## src/rtl/rv32e_pkg.sv

```systemverilog
// rv32e_pkg: shared constants for the RV32E issue stage and the ALU behind it.
//   ALU op codes, RV32I/E opcode/funct3/funct7 values used by the decoder,
//   the architectural register count and the registered issue bundle layout.
package rv32e_pkg;

   localparam int REG_CNT = 16;

   localparam logic [3:0] ALU_ADD = 4'b0000;
   localparam logic [3:0] ALU_SUB = 4'b0001;
   localparam logic [3:0] ALU_AND = 4'b0010;
   localparam logic [3:0] ALU_OR  = 4'b0011;
   localparam logic [3:0] ALU_XOR = 4'b0100;

   localparam logic [6:0] OPC_OP     = 7'b0110011;
   localparam logic [6:0] OPC_OP_IMM = 7'b0010011;

   localparam logic [2:0] F3_ADD = 3'b000;
   localparam logic [2:0] F3_XOR = 3'b100;
   localparam logic [2:0] F3_OR  = 3'b110;
   localparam logic [2:0] F3_AND = 3'b111;

   localparam logic [6:0] F7_BASE = 7'b0000000;
   localparam logic [6:0] F7_ALT  = 7'b0100000;

   typedef struct packed {
      logic [3:0]  op;
      logic [31:0] a;
      logic [31:0] b;
      logic [3:0]  rd;
   } issue_t;

   function automatic logic [31:0] sext12(input logic [11:0] imm);
      return {{20{imm[11]}}, imm};
   endfunction

endpackage

```

## src/rtl/rv32e_regfile.sv

```systemverilog
// rv32e_regfile: 16 x 32-bit register file, x0 hardwired to zero.
//   clk, rst           : clock, async active-high reset (clears x1..x15)
//   raddr1/rdata1      : async read port 1
//   raddr2/rdata2      : async read port 2
//   we/waddr/wdata     : synchronous write port (writes to x0 dropped)
module rv32e_regfile
   import rv32e_pkg::*;
(
   input  logic        clk,
   input  logic        rst,
   input  logic [3:0]  raddr1,
   output logic [31:0] rdata1,
   input  logic [3:0]  raddr2,
   output logic [31:0] rdata2,
   input  logic        we,
   input  logic [3:0]  waddr,
   input  logic [31:0] wdata
);

   logic [31:0] mem [REG_CNT];

   always_ff @(posedge clk or posedge rst) begin
      if (rst) begin
         for (int i = 0; i < REG_CNT; i++) mem[i] <= '0;
      end else if (we && waddr != 4'd0) begin
         mem[waddr] <= wdata;
      end
   end

   assign rdata1 = (raddr1 == 4'd0) ? '0 : mem[raddr1];
   assign rdata2 = (raddr2 == 4'd0) ? '0 : mem[raddr2];

endmodule

```

## src/rtl/rv32e_issue.sv

```systemverilog
// rv32e_issue: decode / operand-issue stage feeding rv32e_alu.
//   clk, rst                 : clock, async active-high reset
//   in_valid/in_ready/in_instr : instruction handshake
//   out_valid/out_ready      : issue bundle handshake
//   out_op/out_a/out_b/out_rd : registered ALU bundle
//   wb_valid/wb_rd/wb_data   : ALU write-back into the register file
//   illegal                  : one-cycle pulse after a rejected instruction
module rv32e_issue
   import rv32e_pkg::*;
(
   input  logic        clk,
   input  logic        rst,
   input  logic        in_valid,
   output logic        in_ready,
   input  logic [31:0] in_instr,
   output logic        out_valid,
   input  logic        out_ready,
   output logic [3:0]  out_op,
   output logic [31:0] out_a,
   output logic [31:0] out_b,
   output logic [3:0]  out_rd,
   input  logic        wb_valid,
   input  logic [3:0]  wb_rd,
   input  logic [31:0] wb_data,
   output logic        illegal
);

   logic [6:0]  opcode, funct7;
   logic [2:0]  funct3;
   logic [4:0]  rd_f, rs1_f, rs2_f;
   logic [3:0]  rd, rs1, rs2;
   logic        is_r, is_i, fn_ok, regs_ok, legal;
   logic [3:0]  dec_op;
   logic [31:0] rf_a, rf_b, src_a, src_b;
   logic [15:0] busy, busy_n, wb_clr, busy_eff;
   logic        hazard, accept, load;
   issue_t      bundle_q;

   assign opcode = in_instr[6:0];
   assign rd_f   = in_instr[11:7];
   assign funct3 = in_instr[14:12];
   assign rs1_f  = in_instr[19:15];
   assign rs2_f  = in_instr[24:20];
   assign funct7 = in_instr[31:25];
   assign rd     = rd_f[3:0];
   assign rs1    = rs1_f[3:0];
   assign rs2    = rs2_f[3:0];

   always_comb begin
      dec_op = ALU_ADD;
      fn_ok  = 1'b0;
      case (funct3)
         F3_ADD: begin dec_op = ALU_ADD; fn_ok = 1'b1; end
         F3_AND: begin dec_op = ALU_AND; fn_ok = 1'b1; end
         F3_OR:  begin dec_op = ALU_OR;  fn_ok = 1'b1; end
         F3_XOR: begin dec_op = ALU_XOR; fn_ok = 1'b1; end
         default: ;
      endcase
      is_r = (opcode == OPC_OP);
      is_i = (opcode == OPC_OP_IMM);
      // funct7 only qualifies register-register forms; SUB is the lone alt encoding
      if (is_r) begin
         if (funct7 == F7_ALT) begin
            if (funct3 == F3_ADD) dec_op = ALU_SUB;
            else                  fn_ok  = 1'b0;
         end else if (funct7 != F7_BASE) begin
            fn_ok = 1'b0;
         end
      end
      regs_ok = !rd_f[4] && !rs1_f[4] && !(is_r && rs2_f[4]);
      legal   = (is_r || is_i) && fn_ok && regs_ok;
   end

   rv32e_regfile u_regfile (
      .clk    (clk),
      .rst    (rst),
      .raddr1 (rs1),
      .rdata1 (rf_a),
      .raddr2 (rs2),
      .rdata2 (rf_b),
      .we     (wb_valid),
      .waddr  (wb_rd),
      .wdata  (wb_data)
   );

   // Same-cycle write-back bypass; x0 never bypasses since its write is dropped.
   assign src_a = (wb_valid && wb_rd == rs1 && rs1 != 4'd0) ? wb_data : rf_a;
   assign src_b = is_r ? ((wb_valid && wb_rd == rs2 && rs2 != 4'd0) ? wb_data : rf_b)
                       : sext12(in_instr[31:20]);

   always_comb begin
      wb_clr = '0;
      if (wb_valid) wb_clr[wb_rd] = 1'b1;
   end

   // A register being written back this cycle no longer blocks issue.
   assign busy_eff = busy & ~wb_clr;
   assign hazard   = legal && (busy_eff[rs1] || (is_r && busy_eff[rs2]) || busy_eff[rd]);
   assign in_ready = !(out_valid && !out_ready) && !hazard;
   assign accept   = in_valid && in_ready;
   assign load     = accept && legal;

   always_comb begin
      busy_n = busy & ~wb_clr;
      if (load && rd != 4'd0) busy_n[rd] = 1'b1;
      busy_n[0] = 1'b0;
   end

   always_ff @(posedge clk or posedge rst) begin
      if (rst) begin
         out_valid <= 1'b0;
         bundle_q  <= '0;
         illegal   <= 1'b0;
         busy      <= '0;
      end else begin
         illegal <= accept && !legal;
         busy    <= busy_n;
         if (load) begin
            out_valid   <= 1'b1;
            bundle_q.op <= dec_op;
            bundle_q.a  <= src_a;
            bundle_q.b  <= src_b;
            bundle_q.rd <= rd;
         end else if (out_ready) begin
            out_valid <= 1'b0;
         end
      end
   end

   assign out_op = bundle_q.op;
   assign out_a  = bundle_q.a;
   assign out_b  = bundle_q.b;
   assign out_rd = bundle_q.rd;

endmodule

```

## config.mk

```make
export PLATFORM = sky130hd
export DESIGN_NAME = rv32e_issue
export DESIGN_NICKNAME = d
export VERILOG_FILES = /design/src/rtl/rv32e_pkg.sv /design/src/rtl/rv32e_regfile.sv /design/src/rtl/rv32e_issue.sv
export SDC_FILE = /design/constraint.sdc
export NUM_CORES = 2
export LEC_CHECK = 0
export CAP_MARGIN = 20
export CORE_UTILIZATION = 60
export DETAILED_ROUTE_END_ITERATION = 7
export PLACE_DENSITY = 0.79
export SYNTH_ARGS = -nofsm -noshare
export SYNTH_HDL_FRONTEND = slang
export SYNTH_SLANG_ARGS = --single-unit
```

## constraint.sdc

```tcl
create_clock -name clk -period 22.7 [get_ports clk]
set_clock_uncertainty 0.15 [all_clocks]
set_input_delay 3.405 -clock clk [delete_from_list [all_inputs] [get_ports clk]]
set_output_delay 3.405 -clock clk [all_outputs]
set_load 0.02 [all_outputs]
```

==> impl_metrics.csv <==
group,metric,value,unit
run_status,status,"completed",
drt,routedWlPerCell,27.8,µm
drt,num_vias,20200,
yosys,synth_most_common_cell,"dfrtp_1",
clock_tree,cts-htree-levels,2,
place,hpwl,47800,µm
clock_tree,ctsRootBufferMaster,"clkbuf_16",
layout,nFillCells,3397,
global_routing,grt_pass1_wl,129000,µm
pwr,swShare,0.263,
yosys,syn_area_per_cell,14.2,µm²
timing,relSlewSlack,0.243,
min_path,hold_path.class,"flip-flop to flip-flop",
floorplanning,dieArea,53300,µm²
floorplanning,pin_count,148,
drt,drc,0,
yosys,ys_warn_count,0,
layout,num-nets-final,2294,
timing,setup-tns-final,0,ps
place,place_area,33200,µm²
yosys,synth_top_area_frac,0.477,
place,gp_congestion,0.881,
layout,final-seq-area,15000,µm²
pwr,clkPwrFrac,0.340,
layout,drive_gt1_frac,0.426,
drt,firstDrtPassIters,5,
drt,ant_nets,0,
yosys,ys_ff_latch,600,
clock_tree,clock-sinks,600,
place,dpl.cell_count,2835,
yosys,synthTopCellsByCount,"600 x dfrtp_1, 466 x mux2_2, 320 x mux4_2",
global_routing,gr-total-overflow,0,
yosys,async_flop_share,1.00,
yosys,synth_nets,2283,
timing,finalHoldViolCount,0,
worst_setup_path,criticalPathCategory,"input pin to output port",
pwr,p_int,2.28,mW
pwr,pwr-share-comb,0.201,
pwr,p_per_area,87.2,nW/µm²
global_routing,antenna_found_initial,0,
timing,layout_worst_path_cycle_share,0.484,
timing,slew_viol_final,0,
yosys,synthCells,2210,
layout,multi_input_area,15400,µm²
yosys,syn_area,31500,µm²
clock_tree,cts_resized,0,
yosys,synth_top_area_cell,"dfrtp_1",
yosys,synth_cell_types,58,
worst_setup_path,end_kind,"output port",
global_routing,grt_use_total,0.320,
layout,area_delta_synth_final,12.6,%
layout,diodes,0,
clock_tree,numCtsBuffers,60,
clock_tree,cts_hold_buf,0,
yosys,ys.flop_type,"dfrtp_1",
layout,fin_util,0.688,
layout,postLayoutCellArea,35400,µm²
clock_tree,cts_tree,"yes",
timing,worst_pin_slew,1140,ps
floorplanning,rows,83,
timing,setup_viol,0,
layout,final_cells,2948,
drt,routed_wl,82000,µm
clock_tree,path_clk_slew,60,ps
yosys,synth_area_leaders,"dfrtp_1 48%, mux4_2 23%, mux2_2 17%",
global_routing,grt_max_degree,175,
global_routing,grt_pass1_vias,21500,
floorplanning,die_height,231,µm
floorplanning,die_w,231,µm
worst_setup_path,worst_ep_arrival_time,7440,ps
drt,vias_per_cell,6.84,
drt,drtIter0Drc,1849,
yosys,synth-edff-count,0,
clock_tree,clock_path_buffers,3,
yosys,ys_seq_area_frac,0.477,
pwr,p_sw,0.812,mW
timing,rsz0062_at_grt,"false",
place,portBuffers,146,
floorplanning,fp.coreArea,51500,µm²
worst_setup_path,critPathRequiredTime,19150,ps
timing,post-route-min-period,10990,ps
worst_setup_path,critPathMaxFanout,34,
floorplanning,start_util,0.611,
pwr,seq_power_share,0.459,
pwr,ir_worst_vdd,0.0870,mV
worst_setup_path,critPathLaunchType,"input pin",
flow_run,drv_cap,0,
clock_tree,clock_latency,640,ps
timing,clock.fmax,91.0,MHz
pwr,leakage,14.9,nW
clock_tree,cts_setup_buffers,0,
through the flow:
step           setup slack, ps  hold WS, ps  power, mW
4_1_cts                  11710          247       3.10
3_3_place_gp             11750          226       2.00
3_5_place_dp             11710          233       2.04
2_1_floorplan             2350          291       1.87
5_1_grt                  11460          257       3.21
6_report                 11710          246       3.09
final timing paths:
kind | startpoint | slack, ps | cells past startpoint | end
setup / recovery | wb_rd[3] | 11710 | 9 | in_ready
hold / removal | u_regfile.mem[480] | 250 | 0 | u_regfile.mem[480]
setup reg to reg | busy[8] | 19790 | 7 | out_b[15]
hold reg to reg | u_regfile.mem[480] | 250 | 0 | u_regfile.mem[480]
max in group asynchronous | rst | 16320 | 6 | u_regfile.mem[342]
min in group asynchronous | rst | 3170 | 2 | u_regfile.mem[359]
sequential cells by signal, summed over array words and instances, names as in the netlist:
register / count
out_valid: 1
out_op: 3
u_regfile.mem: 512
illegal: 1
out_b: 32
out_rd: 4
out_a: 32
busy: 15
placed cells by master, fill, tap and decap left out, types with 6 or more instances in the layout:
cell type	instances
bufinv_16	8
nor2_4	11
mux2_1	19
o21ai_0	51
a221oi_1	32
or2_2	8
clkbuf_8	15
nor2_1	59
dfrtp_1	600
clkinv_2	12
clkbuf_16	61
nand2_1	250
mux2_2	466
mux4_2	320
o211ai_1	8
clkdlybuf4s50_1	139
o31ai_1	6
buf_4	34
nand3_1	11
inv_1	40
o22ai_1	10
clkbuf_1	11
logic make-up (layout without fill, tap and decap cells):
logic type / count (synthesis) / count (layout) / synth area share
and+or+nand+nor: 380 / 380 / 0.0510
xor gates and xnor gates: 6 / 6 / 0.00167
DFF: 600 / 600 / 0.477
other: 1 / 1 / 0.000119
AOI/OAI and AO/OA: 135 / 135 / 0.0304
muxes: 809 / 809 / 0.404
buffers and inverters: 279 / 337 / 0.0354
power by group through the flow:
stage | clock network (mW) | logic, mW | registers (mW)
floorplan | 0 | 0.489 | 1.38
global placement | 0 | 0.596 | 1.40
detailed placement | 0 | 0.617 | 1.43
CTS | 1.06 | 0.622 | 1.41
global route | 1.11 | 0.663 | 1.44
finish | 1.05 | 0.620 | 1.42
worst max-delay path: stages:
cell             delay [ps]
clkdlybuf4s50_1         650
nand3b_1                520
nor2_4                 1050
o22ai_1                 200
nor4_1                  500
nor4_2                  180
o21ai_0                 170
and2_1                  140
clkdlybuf4s50_1         600
metal layers:
metal  up-vias  wire length [µm]  GRT usage
li1       8311                 -          -
met1     10800             32700      0.436
met2       936             40400      0.516
met3       174              6610     0.0736
met4         0              2260     0.0975
met5         -                 0          0
cell type report:
type                            instances  area share
Clock buffer                           85      0.0493
Clock inverter                         24     0.00943
Inverter                               42     0.00466
Multi-Input combinational cell       1331       0.436
Sequential cell                       600       0.424
Tap cell                              680      0.0240
Timing Repair Buffer                  186      0.0526
Power figures use the tool's default switching activity.
